$ cat src/rtl/bcd_pkg.sv
// Shared types and constants for the sequential binary-to-BCD converter.
// Included by bin2bcd_seq and bcd_adj; BCD_BLANK is only read in the BIN2BCD_BLANK_EN build.
package bcd_pkg;

   typedef enum logic [1:0] {
      IDLE  = 2'd0,
      SHIFT = 2'd1,
      DONE  = 2'd2
   } state_t;

   typedef logic [3:0] nibble_t;

   localparam nibble_t BCD_BLANK      = 4'hF;
   localparam nibble_t BCD_ADJ_THRESH = 4'd5;

endpackage

$ cat src/rtl/bcd_adj.sv
// Double-dabble digit correction: add 3 to a BCD nibble holding 5 or more,
// so the following left shift carries correctly into the next decimal digit.
module bcd_adj
   import bcd_pkg::*;
(
   input  nibble_t nib_i,
   output nibble_t nib_o
);

   assign nib_o = (nib_i >= BCD_ADJ_THRESH) ? nib_i + 4'd3 : nib_i;

endmodule

$ cat src/rtl/bin2bcd_seq.sv
// Sequential binary-to-BCD converter (double-dabble, one bit per cycle).
// Define BIN2BCD_BLANK_EN to blank leading-zero digits (4'hF) in the result.
module bin2bcd_seq
   import bcd_pkg::*;
#(
   parameter int IN_W   = 8,
   parameter int DIGITS = 3
) (
   input  logic                  clk,
   input  logic                  rst_n,
   input  logic                  in_valid,
   output logic                  in_ready,
   input  logic [IN_W-1:0]       in_bin,
   output logic                  out_valid,
   input  logic                  out_ready,
   output logic [4*DIGITS-1:0]   bcd_out
);

   localparam int BW = 4 * DIGITS;
   localparam int CW = $clog2(IN_W + 1);

   localparam logic [63:0] DEC_RANGE = 64'(10) ** DIGITS;
   localparam logic [63:0] BIN_MAX   = (64'(1) << IN_W) - 64'd1;

   if (DEC_RANGE <= BIN_MAX) begin : g_range_check
      $error("bin2bcd_seq: DIGITS too small to hold 2**IN_W-1");
   end

   state_t            state_q;
   logic [BW-1:0]     acc_q;
   logic [IN_W-1:0]   opd_q;
   logic [CW-1:0]     cnt_q;
   logic [BW-1:0]     bcd_q;
   logic              in_ready_q;
   logic              out_valid_q;

   logic [BW-1:0]     acc_adj;
   logic [BW-1:0]     acc_shift_d;
   logic [BW-1:0]     result_d;
   logic              unused_msb;

   for (genvar g = 0; g < DIGITS; g++) begin : g_adj
      bcd_adj u_adj (
         .nib_i (acc_q[4*g +: 4]),
         .nib_o (acc_adj[4*g +: 4])
      );
   end

   // The adjusted top bit is always 0 for in-range operands, so it is shifted out.
   assign acc_shift_d = {acc_adj[BW-2:0], opd_q[IN_W-1]};
   assign unused_msb  = acc_adj[BW-1];

`ifdef BIN2BCD_BLANK_EN
   logic lead_zero;

   always_comb begin
      result_d  = acc_shift_d;
      lead_zero = 1'b1;
      for (int i = DIGITS - 1; i >= 1; i--) begin
         if (lead_zero && (acc_shift_d[4*i +: 4] == 4'd0)) begin
            result_d[4*i +: 4] = BCD_BLANK;
         end else begin
            lead_zero = 1'b0;
         end
      end
   end
`else
   assign result_d = acc_shift_d;
`endif

   always_ff @(posedge clk or negedge rst_n) begin
      if (!rst_n) begin
         state_q     <= IDLE;
         acc_q       <= '0;
         opd_q       <= '0;
         cnt_q       <= '0;
         bcd_q       <= '0;
         in_ready_q  <= 1'b1;
         out_valid_q <= 1'b0;
      end else begin
         case (state_q)
            IDLE: begin
               if (in_valid) begin
                  opd_q      <= in_bin;
                  acc_q      <= '0;
                  cnt_q      <= CW'(IN_W);
                  in_ready_q <= 1'b0;
                  state_q    <= SHIFT;
               end
            end
            SHIFT: begin
               acc_q <= acc_shift_d;
               opd_q <= opd_q << 1;
               cnt_q <= cnt_q - CW'(1);
               // Result is captured on the edge of the final shift so bcd_out is registered.
               if (cnt_q == CW'(1)) begin
                  bcd_q       <= result_d;
                  out_valid_q <= 1'b1;
                  state_q     <= DONE;
               end
            end
            DONE: begin
               if (out_ready) begin
                  out_valid_q <= 1'b0;
                  in_ready_q  <= 1'b1;
                  state_q     <= IDLE;
               end
            end
            default: begin
               out_valid_q <= 1'b0;
               in_ready_q  <= 1'b1;
               state_q     <= IDLE;
            end
         endcase
      end
   end

   assign in_ready  = in_ready_q;
   assign out_valid = out_valid_q;
   assign bcd_out   = bcd_q;

endmodule

$ cat config.mk
export PLATFORM = sky130hd
export DESIGN_NAME = bin2bcd_seq
export DESIGN_NICKNAME = d
export VERILOG_FILES = /design/src/rtl/bcd_pkg.sv /design/src/rtl/bcd_adj.sv /design/src/rtl/bin2bcd_seq.sv
export SDC_FILE = /design/constraint.sdc
export NUM_CORES = 1
export LEC_CHECK = 0
export BUFFER_PORTS_ARGS = -buffer_cell sky130_fd_sc_hd__buf_2
export CAP_MARGIN = 10
export CORE_MARGIN = 2
export CORE_UTILIZATION = 47
export DETAILED_ROUTE_END_ITERATION = 6
export GPL_ROUTABILITY_DRIVEN = 0
export PLACE_DENSITY = 0.75
export RECOVER_POWER = 25
export SLEW_MARGIN = 20
export SYNTH_ARGS = -nofsm -noshare
export SYNTH_HDL_FRONTEND = slang
export SYNTH_SLANG_ARGS = --single-unit
export TNS_END_PERCENT = 5
$ cat constraint.sdc
create_clock -name clk -period 3 [get_ports clk]
set_input_delay 0.3 -clock clk [delete_from_list [all_inputs] [get_ports clk]]
set_output_delay 0.3 -clock clk [all_outputs]
set_load 0.02 [all_outputs]
==> results.json, run 1 <==
{
  "cts-root-buf": "clkbuf_8",
  "h-tree-depth": 2,
  "power.total_w": 0.002361,
  "nets": 243,
  "grt_first_pass_wirelength_mm": 5.968,
  "skew_ns": 0.005861,
  "synth_edf_count": 0,
  "cts.sinks": 40,
  "syn_nets": 219,
  "start_util_pct": 48.58,
  "leakagePower_nw": 1.028,
  "grt_setup_unrepaired": "no",
  "routed_wl_mm": 3.509,
  "peakVddDrop_mv": 0.4020,
  "post_cts_buffers": 0,
  "die_x_um": 68.30,
  "antenna_found_initial": 0,
  "drtIter0Drc": 48,
  "crit_type": "reg2reg",
  "clkTransAtPathRegs_ns": 0.07,
  "drt-vias-per-instance": 5.234,
  "cts_tree": "yes",
  "start_kind": "flop",
  "clockBufferDepth": 2,
  "ys_ff_latch": 40,
  "netlist_instances": 199,
  "postCtsHoldBufs": 0,
  "crit_required_ns": 3.18,
  "synth_seq_area_share_pct": 51.58,
  "area_delta_synth_final_pct": 12.62,
  "final_cell_mix": "dfrtp_1, nand2_1, o21ai_0",
  "yosysWarnings": 0,
  "die_h_um": 68.30,
  "grt_usage_pct": 17.57,
  "hold_viol": 0,
  "ant_nets": 0,
  "tightest_slew_ns": 2.071,
  "dpl_cell_area_um2": 2093,
  "finalInstanceArea_um2": 2188,
  "fmax_mhz": 518.5,
  "synth_flop_cell": "dfrtp_1",
  "drv_slew": 41,
  "busiest_layer": "met2",
  "status": "finished, violations left",
  "vias": 1429,
  "grt.overflow.total": 0,
  "holdWs_ns": 0.3016,
  "postLayoutCoreUtil_pct": 54.71,
  "diodes": 0,
  "insertion_delay_ns": 0.29,
  "dp_hpwl_mm": 2.368,
  "mostFrequentLayoutCell": "dfrtp_1",
  "drive_gt1_share_pct": 19.28,
  "setup_viol": 0,
  "rows": 23,
  "core_um2": 4000,
  "async_flop_share_pct": 100.0,
  "setup_tns_ns": 0,
  "die_area_um2": 4665,
  "grt_max_degree": 41,
  "drv_cap": 1,
  "worst_setup_path_end_kind": "flop",
  "hold_class": "in2reg",
  "grtUsageMet2_pct": 28.88,
  "ys_types": 26,
  "met1_usage_pct": 21.59,
  "crit_fanout": 22,
  "grt_use_met3_pct": 5.428,
  "rrSetupSlack_ns": 1.07,
  "failed_checks": "max-capacitance violations, max-slew violations",
  "synth_area_per_cell_um2": 9.764,
  "drt-wirelength-per-cell_um": 12.85,
  "period_needed_ns": 1.929,
  "drc_errors": 0,
  "cts-buffers-inserted": 5,
  "cts-resized-gates": 0,
  "io_pins": 26,
  "port_buffers": 25,
  "finalCritPeriodShare_pct": 64.29,
  "syn_area_um2": 1943,
  "maxSlewHeadroom_pct": -38.04,
  "crit_arrival_ns": 2.11,
  "grt_pass1_vias": 1361,
  "power.density_nw_per_um2": 1079,
  "dr.pass1.iters": 4
}
[path summary, 6_finish.rpt]
path,start,endpoint,cells past startpoint
hold / removal,out_ready,state_q[1]$_DFFE_PN0P_,4
hold reg to reg,bcd_out[11]$_DFFE_PN0P_,bcd_out[11]$_DFFE_PN0P_,2
max in group asynchronous,rst_n,opd_q[3]$_DFFE_PN0P_,1
setup / recovery,state_q[1]$_DFFE_PN0P_,bcd_out[9]$_DFFE_PN0P_,3
setup reg to reg,state_q[1]$_DFFE_PN0P_,bcd_out[9]$_DFFE_PN0P_,3
min in group asynchronous,rst_n,bcd_out[7]$_DFFE_PN0P_,1
[stage by stage]
step	std cells	setup WS (ns)
6_report	273	1.071
5_1_grt	273	0.7419
4_1_cts	273	1.074
3_5_place_dp	266	1.072
3_3_place_gp	266	1.098
2_1_floorplan	199	1.281
[sequential cells by signal, indices dropped and copies added, names as in the netlist]
name,cells
cnt_q,4
acc_q,12
state_q,2
bcd_out,12
opd_q,8
in_ready,1
out_valid,1
[layer usage]
layer	wire, um	vias up
li1	-	725
met3	126	5
met5	0	-
met4	61	0
met1	1686	678
met2	1634	21
[final cells by class]
class | instances | area (um^2)
clock buffers | 7 | 96.34
fillers | 360 | 1812
inverters | 10 | 37.54
multi-input cells | 139 | 850.8
flip-flops and latches | 40 | 1002
well taps | 50 | 62.56
repair buffers | 27 | 138.9
[worst max-delay path, stage by stage (launching register included)]
cell	delay [ns]
dfrtp_1	0.53
nand2b_4	0.27
or4b_4	0.68
mux2_4	0.34
[cell families after synthesis]
family	after synthesis	share of synthesized area [%]
flip-flops	40	51.58
multiplexers	7	4.443
buffers and inverters	20	4.636
AO/OA/AOI/OAI	54	15.13
adder cells (fa/ha/maj)	8	5.152
AND/OR/NAND/NOR	67	17.71
XOR/XNOR	3	1.352
[cells in the mapped netlist (2+ instances only)]
master / number / share of area [%]
dfrtp_1: 39 / 50
nand2_1: 33 / 6.4
o21ai_0: 31 / 8.0
a21oi_1: 16 / 4.1
nor3b_1: 11 / 4.2
inv_1: 10 / 1.9
clkbuf_1: 8 / 1.5
ha_1: 8 / 5.2
nor2_1: 7 / 1.4
mux2_2: 5 / 2.9
a22o_1: 4 / 1.8
nor3_1: 4 / 1.0
nand2b_1: 3 / 0.97
nand3_1: 3 / 0.77
xnor2_1: 3 / 1.4
buf_6: 2 / 1.2
mux2_4: 2 / 1.5
nor2b_1: 2 / 0.64
[where the power goes]
| part | total (W) | internal (W) | switching (W) | leakage [nW] |
|---|---|---|---|---|
| registers | 0.000967 | 0.000777 | 0.000190 | 0.507 |
| logic | 0.00101 | 0.000444 | 0.000570 | 0.472 |
| clock network | 0.000380 | 0.000205 | 0.000175 | 0.0503 |
Power figures use the tool's default switching activity.
==> inputs of run 2 (changes only) <==
PLACE_DENSITY = 0.78   (was 0.75)
clock period = 1.7 ns   (was 3 ns; I/O delays follow)
==> results.json, run 2 (same netlist as run 1, synthesis figures left out) <==
{
  "grt.overflow.total": 0,
  "dp_hpwl_mm": 2.507,
  "die_x_um": 68.30,
  "seqPwrFrac_pct": 38.3,
  "hold_viol": 0,
  "fmax_mhz": 617.5,
  "status": "finished, final reports clean",
  "finalCritPeriodShare_pct": 95.26,
  "peakVddDrop_mv": 0.7363,
  "insertion_delay_ns": 0.29,
  "diodes": 0,
  "setup_tns_ns": 0,
  "drive_gt1_share_pct": 25.00,
  "hold_class": "in2reg",
  "die_area_um2": 4665,
  "h-tree-depth": 2,
  "crit_arrival_ns": 1.80,
  "grtUsageMet2_pct": 29.37,
  "power.switching_w": 0.001744,
  "placed_cells": 275,
  "min_delay_path_depth": 4,
  "clkTransAtPathRegs_ns": 0.08,
  "internal_power_w": 0.002728,
  "mostFrequentLayoutCell": "dfrtp_1",
  "drv_slew": 0,
  "clockBufferDepth": 2,
  "io_pins": 26,
  "crit_type": "reg2reg",
  "setup_viol": 0,
  "fillCellCount": 344,
  "max_stage_delay_ns": 0.54,
  "drt-wirelength-per-cell_um": 12.85,
  "grt_pass1_vias": 1434,
  "area_delta_synth_final_pct": 19.12,
  "port_buffers": 25,
  "sw_frac_of_total_pct": 38.99,
  "grt_usage_pct": 18.21,
  "r2r-start": "cnt_q[1]$_DFFE_PN0P_",
  "layoutNonFillerInstCount": 286,
  "worstPathCellList": "inv_1 -> ha_2 -> or4b_4 -> mux2_4",
  "start_kind": "flop",
  "timing.rr.end": "bcd_out[9]$_DFFE_PN0P_",
  "die_h_um": 68.30,
  "drt-vias-per-instance": 5.220,
  "dr.pass1.iters": 4,
  "crit_fanout": 7,
  "holdWs_ns": 0.1675,
  "min_to": "state_q[1]$_DFFE_PN0P_",
  "rrSetupSlack_ns": 0.08,
  "vias": 1493,
  "cts-root-buf": "clkbuf_8",
  "power.total_w": 0.004471,
  "cts-buffers-inserted": 5,
  "ff2ff_path_depth": 4,
  "hp-start": "out_ready",
  "drtIter0Drc": 85,
  "final_cell_mix": "dfrtp_1, nand2_1, o21ai_0",
  "grt_first_pass_wirelength_mm": 6.285,
  "p_comb_share_pct": 44.9,
  "drv_cap": 0,
  "start_util_pct": 48.58,
  "antenna_found_initial": 0,
  "tightest_slew_ns": 0.9580,
  "rows": 23,
  "cts.sinks": 40,
  "skew_ns": 0.007546,
  "power_frac_clock_pct": 16.8,
  "grt_setup_unrepaired": "yes",
  "core_um2": 4000,
  "crit_required_ns": 1.88,
  "nets": 255,
  "period_needed_ns": 1.619,
  "drc_errors": 0,
  "busiest_layer": "met2",
  "worst_setup_path_end_kind": "flop",
  "grt_max_degree": 41,
  "power.density_nw_per_um2": 1932,
  "slowest_stage": "or4b_4",
  "cts_tree": "yes",
  "maxSlewHeadroom_pct": 36.13,
  "routed_wl_mm": 3.676,
  "met1_usage_pct": 24.00,
  "ant_nets": 0,
  "grt_use_met3_pct": 3.947,
  "leakagePower_nw": 1.092
}
## run 2: final cells by class
cell class | count | area [um^2] | area share [%]
clock inverters | 2 | 35.03 | 1.514
clock buffers | 6 | 72.57 | 3.135
multi-input cells | 140 | 878.3 | 37.95
well taps | 50 | 62.56 | 2.703
inverters | 10 | 37.54 | 1.622
repair buffers | 38 | 226.5 | 9.784
flip-flops and latches | 40 | 1002 | 43.30
## run 2: power by group through the flow
stage	combinational, W	sequential [W]	clock (W)
6_report	0.00201	0.00171	0.000752
5_1_grt	0.00229	0.00177	0.000831
4_1_cts	0.00196	0.00169	0.000767
3_5_place_dp	0.00195	0.00171	0
3_3_place_gp	0.00187	0.00170	0
2_1_floorplan	0.00123	0.00183	0
## run 2: timing repair
item | in CTS | in global routing
setup endpoints to repair | 0 | 13
gates resized for setup | 0 | 10
hold buffers | 1 | 0
buffers inserted | 0 | 1
endpoints found under the hold margin | 39 | 0
## run 2: layer usage
metal / up-vias / part of all wire [%]
met5: - / 0
met2: 34 / 46
li1: 755 / -
met3: 6 / 4.4
met4: 0 / 1.3
met1: 698 / 48
## run 2: critical path: cells and delay by family (launching register included)
kind	cells	cell delay, ns
flops	1	0.39
mux	1	0.32
simple gates	1	0.54
fa+ha+maj	1	0.18
buf+inv	1	0.08
## run 2: per-stage QoR
step	util (%)	area, um^2	setup slack, ns
2_1_floorplan	-	1943	0.01306
3_3_place_gp	54.02	2161	0.09234
3_5_place_dp	54.02	2161	0.05370
4_1_cts	56.96	2278	0.04546
5_1_grt	57.87	2315	-0.006086
6_report	57.87	2315	0.08060
## run 2: how the worst max path moves through the flow
stage / from / to / slack, ns / cells after the start
after floorplan: state_q[1]$_DFFE_PN0P_ / bcd_out[5]$_DFFE_PN0P_ / 0.01 / 5
after global placement: cnt_q[1]$_DFFE_PN0P_ / bcd_out[5]$_DFFE_PN0P_ / 0.09 / 4
after detailed placement: cnt_q[1]$_DFFE_PN0P_ / bcd_out[8]$_DFFE_PN0P_ / 0.05 / 6
after CTS: cnt_q[1]$_DFFE_PN0P_ / bcd_out[8]$_DFFE_PN0P_ / 0.05 / 6
after global routing: cnt_q[1]$_DFFE_PN0P_ / bcd_out[8]$_DFFE_PN0P_ / -0.006 / 6
final: cnt_q[1]$_DFFE_PN0P_ / bcd_out[9]$_DFFE_PN0P_ / 0.08 / 4
==> inputs of run 3 (changes only) <==
CORE_MARGIN = 5   (was 2)
SYNTH_HIERARCHICAL = 1   (was default)
==> results.json, run 3 <==
{
  "status": "finished, final reports clean",
  "cts-root-buf": "clkbuf_8",
  "tightest_slew_ns": 1.132,
  "grt_usage_pct": 14.57,
  "final_cell_mix": "dfrtp_1, nand2_1, buf_2",
  "syn_area_um2": 1958,
  "h-tree-depth": 2,
  "vias": 1323,
  "insertion_delay_ns": 0.29,
  "nets": 229,
  "min_delay_path_depth": 2,
  "finalCritPeriodShare_pct": 91.18,
  "setup_tns_ns": 0,
  "cts.sinks": 40,
  "hp-start": "out_ready",
  "drv_cap": 0,
  "clockBufferDepth": 2,
  "die_area_um2": 5557,
  "clkTransAtPathRegs_ns": 0.07,
  "ff2ff_path_depth": 5,
  "io_pins": 26,
  "syn_nets": 196,
  "cts_tree": "yes",
  "postLayoutCoreUtil_pct": 56.34,
  "pre_cts_ws_ns": 0.1426,
  "drt-wirelength-per-cell_um": 13.51,
  "routed_wl_mm": 3.499,
  "crit_fanout": 10,
  "die_x_um": 74.55,
  "r2r-start": "cnt_q[0]$_DFFE_PN0P_",
  "yosysWarnings": 6,
  "dp_hpwl_mm": 2.547,
  "skew_ns": 0.005675,
  "layout_setup_ws_ns": 0.1499,
  "core_um2": 4029,
  "drtIter0Drc": 53,
  "period_needed_ns": 1.550,
  "netlist_instances": 176,
  "worst_setup_path_end_kind": "flop",
  "peakVddDrop_mv": 0.9849,
  "setup_viol": 0,
  "start_util_pct": 48.60,
  "post_cts_buffers": 0,
  "dr.pass1.iters": 4,
  "port_buffers": 25,
  "synth_area_per_cell_um2": 11.13,
  "drv_slew": 0,
  "hold_class": "in2reg",
  "finalInstanceArea_um2": 2270,
  "maxSlewHeadroom_pct": 24.53,
  "min_to": "in_ready$_DFFE_PN1P_",
  "antenna_found_initial": 0,
  "area_delta_synth_final_pct": 15.91,
  "crit_required_ns": 1.88,
  "fmax_mhz": 645.1,
  "mostFrequentLayoutCell": "dfrtp_1",
  "power.density_nw_per_um2": 1951,
  "drt-vias-per-instance": 5.108,
  "ant_nets": 0,
  "leakagePower_nw": 1.160,
  "rrSetupSlack_ns": 0.15,
  "grt_setup_unrepaired": "no",
  "grt.overflow.total": 0,
  "grt_pass1_vias": 1375,
  "dpl_cell_area_um2": 2183,
  "grt_max_degree": 22,
  "timing.rr.end": "bcd_out[11]$_DFFE_PN0P_",
  "crit_type": "reg2reg",
  "cts-buffers-inserted": 5,
  "hold_viol": 0,
  "start_kind": "flop",
  "diodes": 0,
  "drc_errors": 0,
  "drive_gt1_share_pct": 27.27,
  "rows": 23,
  "crit_arrival_ns": 1.73,
  "die_h_um": 74.55,
  "grt_first_pass_wirelength_mm": 6.134,
  "power.total_w": 0.004429,
  "fillCellCount": 365
}
==> run 3: what timing repair did <==
action	4_1_cts	5_1_grt
hold buffers	1	0
hold endpoints to repair	18	0
endpoints found under the setup margin	0	0
gates resized for setup	0	0
==> run 3: worst max path at each step <==
| stage | start | endpoint | slack, ns | depth (start not counted) |
|---|---|---|---|---|
| 2_1_floorplan | cnt_q[1]$_DFFE_PN0P_ | bcd_out[10]$_DFFE_PN0P_ | 0.28 | 6 |
| 3_3_place_gp | cnt_q[1]$_DFFE_PN0P_ | bcd_out[3]$_DFFE_PN0P_ | 0.20 | 6 |
| 3_5_place_dp | cnt_q[0]$_DFFE_PN0P_ | bcd_out[11]$_DFFE_PN0P_ | 0.14 | 5 |
| 4_1_cts | cnt_q[0]$_DFFE_PN0P_ | bcd_out[11]$_DFFE_PN0P_ | 0.14 | 5 |
| 5_1_grt | acc_q[1]$_DFFE_PN0P_ | bcd_out[2]$_DFFE_PN0P_ | 0.05 | 6 |
| 6_report | cnt_q[0]$_DFFE_PN0P_ | bcd_out[11]$_DFFE_PN0P_ | 0.15 | 5 |
==> run 3: area by class of cell <==
class / instances / area (um^2) / area share [%]
clock inverter: 1 / 5.005 / 0.2205
multi-input combinational: 119 / 878.3 / 38.70
timing repair buffer: 33 / 211.5 / 9.316
sequential: 40 / 1002 / 44.16
tap: 50 / 62.56 / 2.756
clock buffer: 6 / 72.57 / 3.197
inverter: 10 / 37.54 / 1.654
==> run 3: report_power, final <==
part	internal (W)	leakage, nW	switching (W)
Sequential	0.00138	0.506	0.000315
Clock	0.000279	0.0410	0.000303
Combinational	0.00104	0.614	0.00110
Total	0.00271	1.16	0.00172
==> run 3: worst max-delay path, stage by stage, from the launching register on <==
cell	delay, ns
dfrtp_1	0.42
ha_1	0.21
nor3b_2	0.16
nand2_2	0.15
buf_12	0.16
mux2_2	0.34
==> run 3: layer usage <==
layer / routed length, um / track usage, % / part of all wire [%] / up-vias
met5: 0 / 0 / 0 / -
met1: 1660 / 17.94 / 47 / 619
met4: 72 / 6.522 / 2.1 / 0
li1: - / - / - / 668
met2: 1580 / 23.90 / 45 / 28
met3: 186 / 3.919 / 5.3 / 8
==> run 3: through the flow <==
| stage | instances | hold WS [ns] |
|---|---|---|
| after floorplan | 176 | -0.1256 |
| after global placement | 251 | 0.1542 |
| after detailed placement | 251 | 0.1565 |
| after CTS | 259 | 0.1534 |
| after global routing | 259 | 0.1766 |
| final | 259 | 0.1626 |
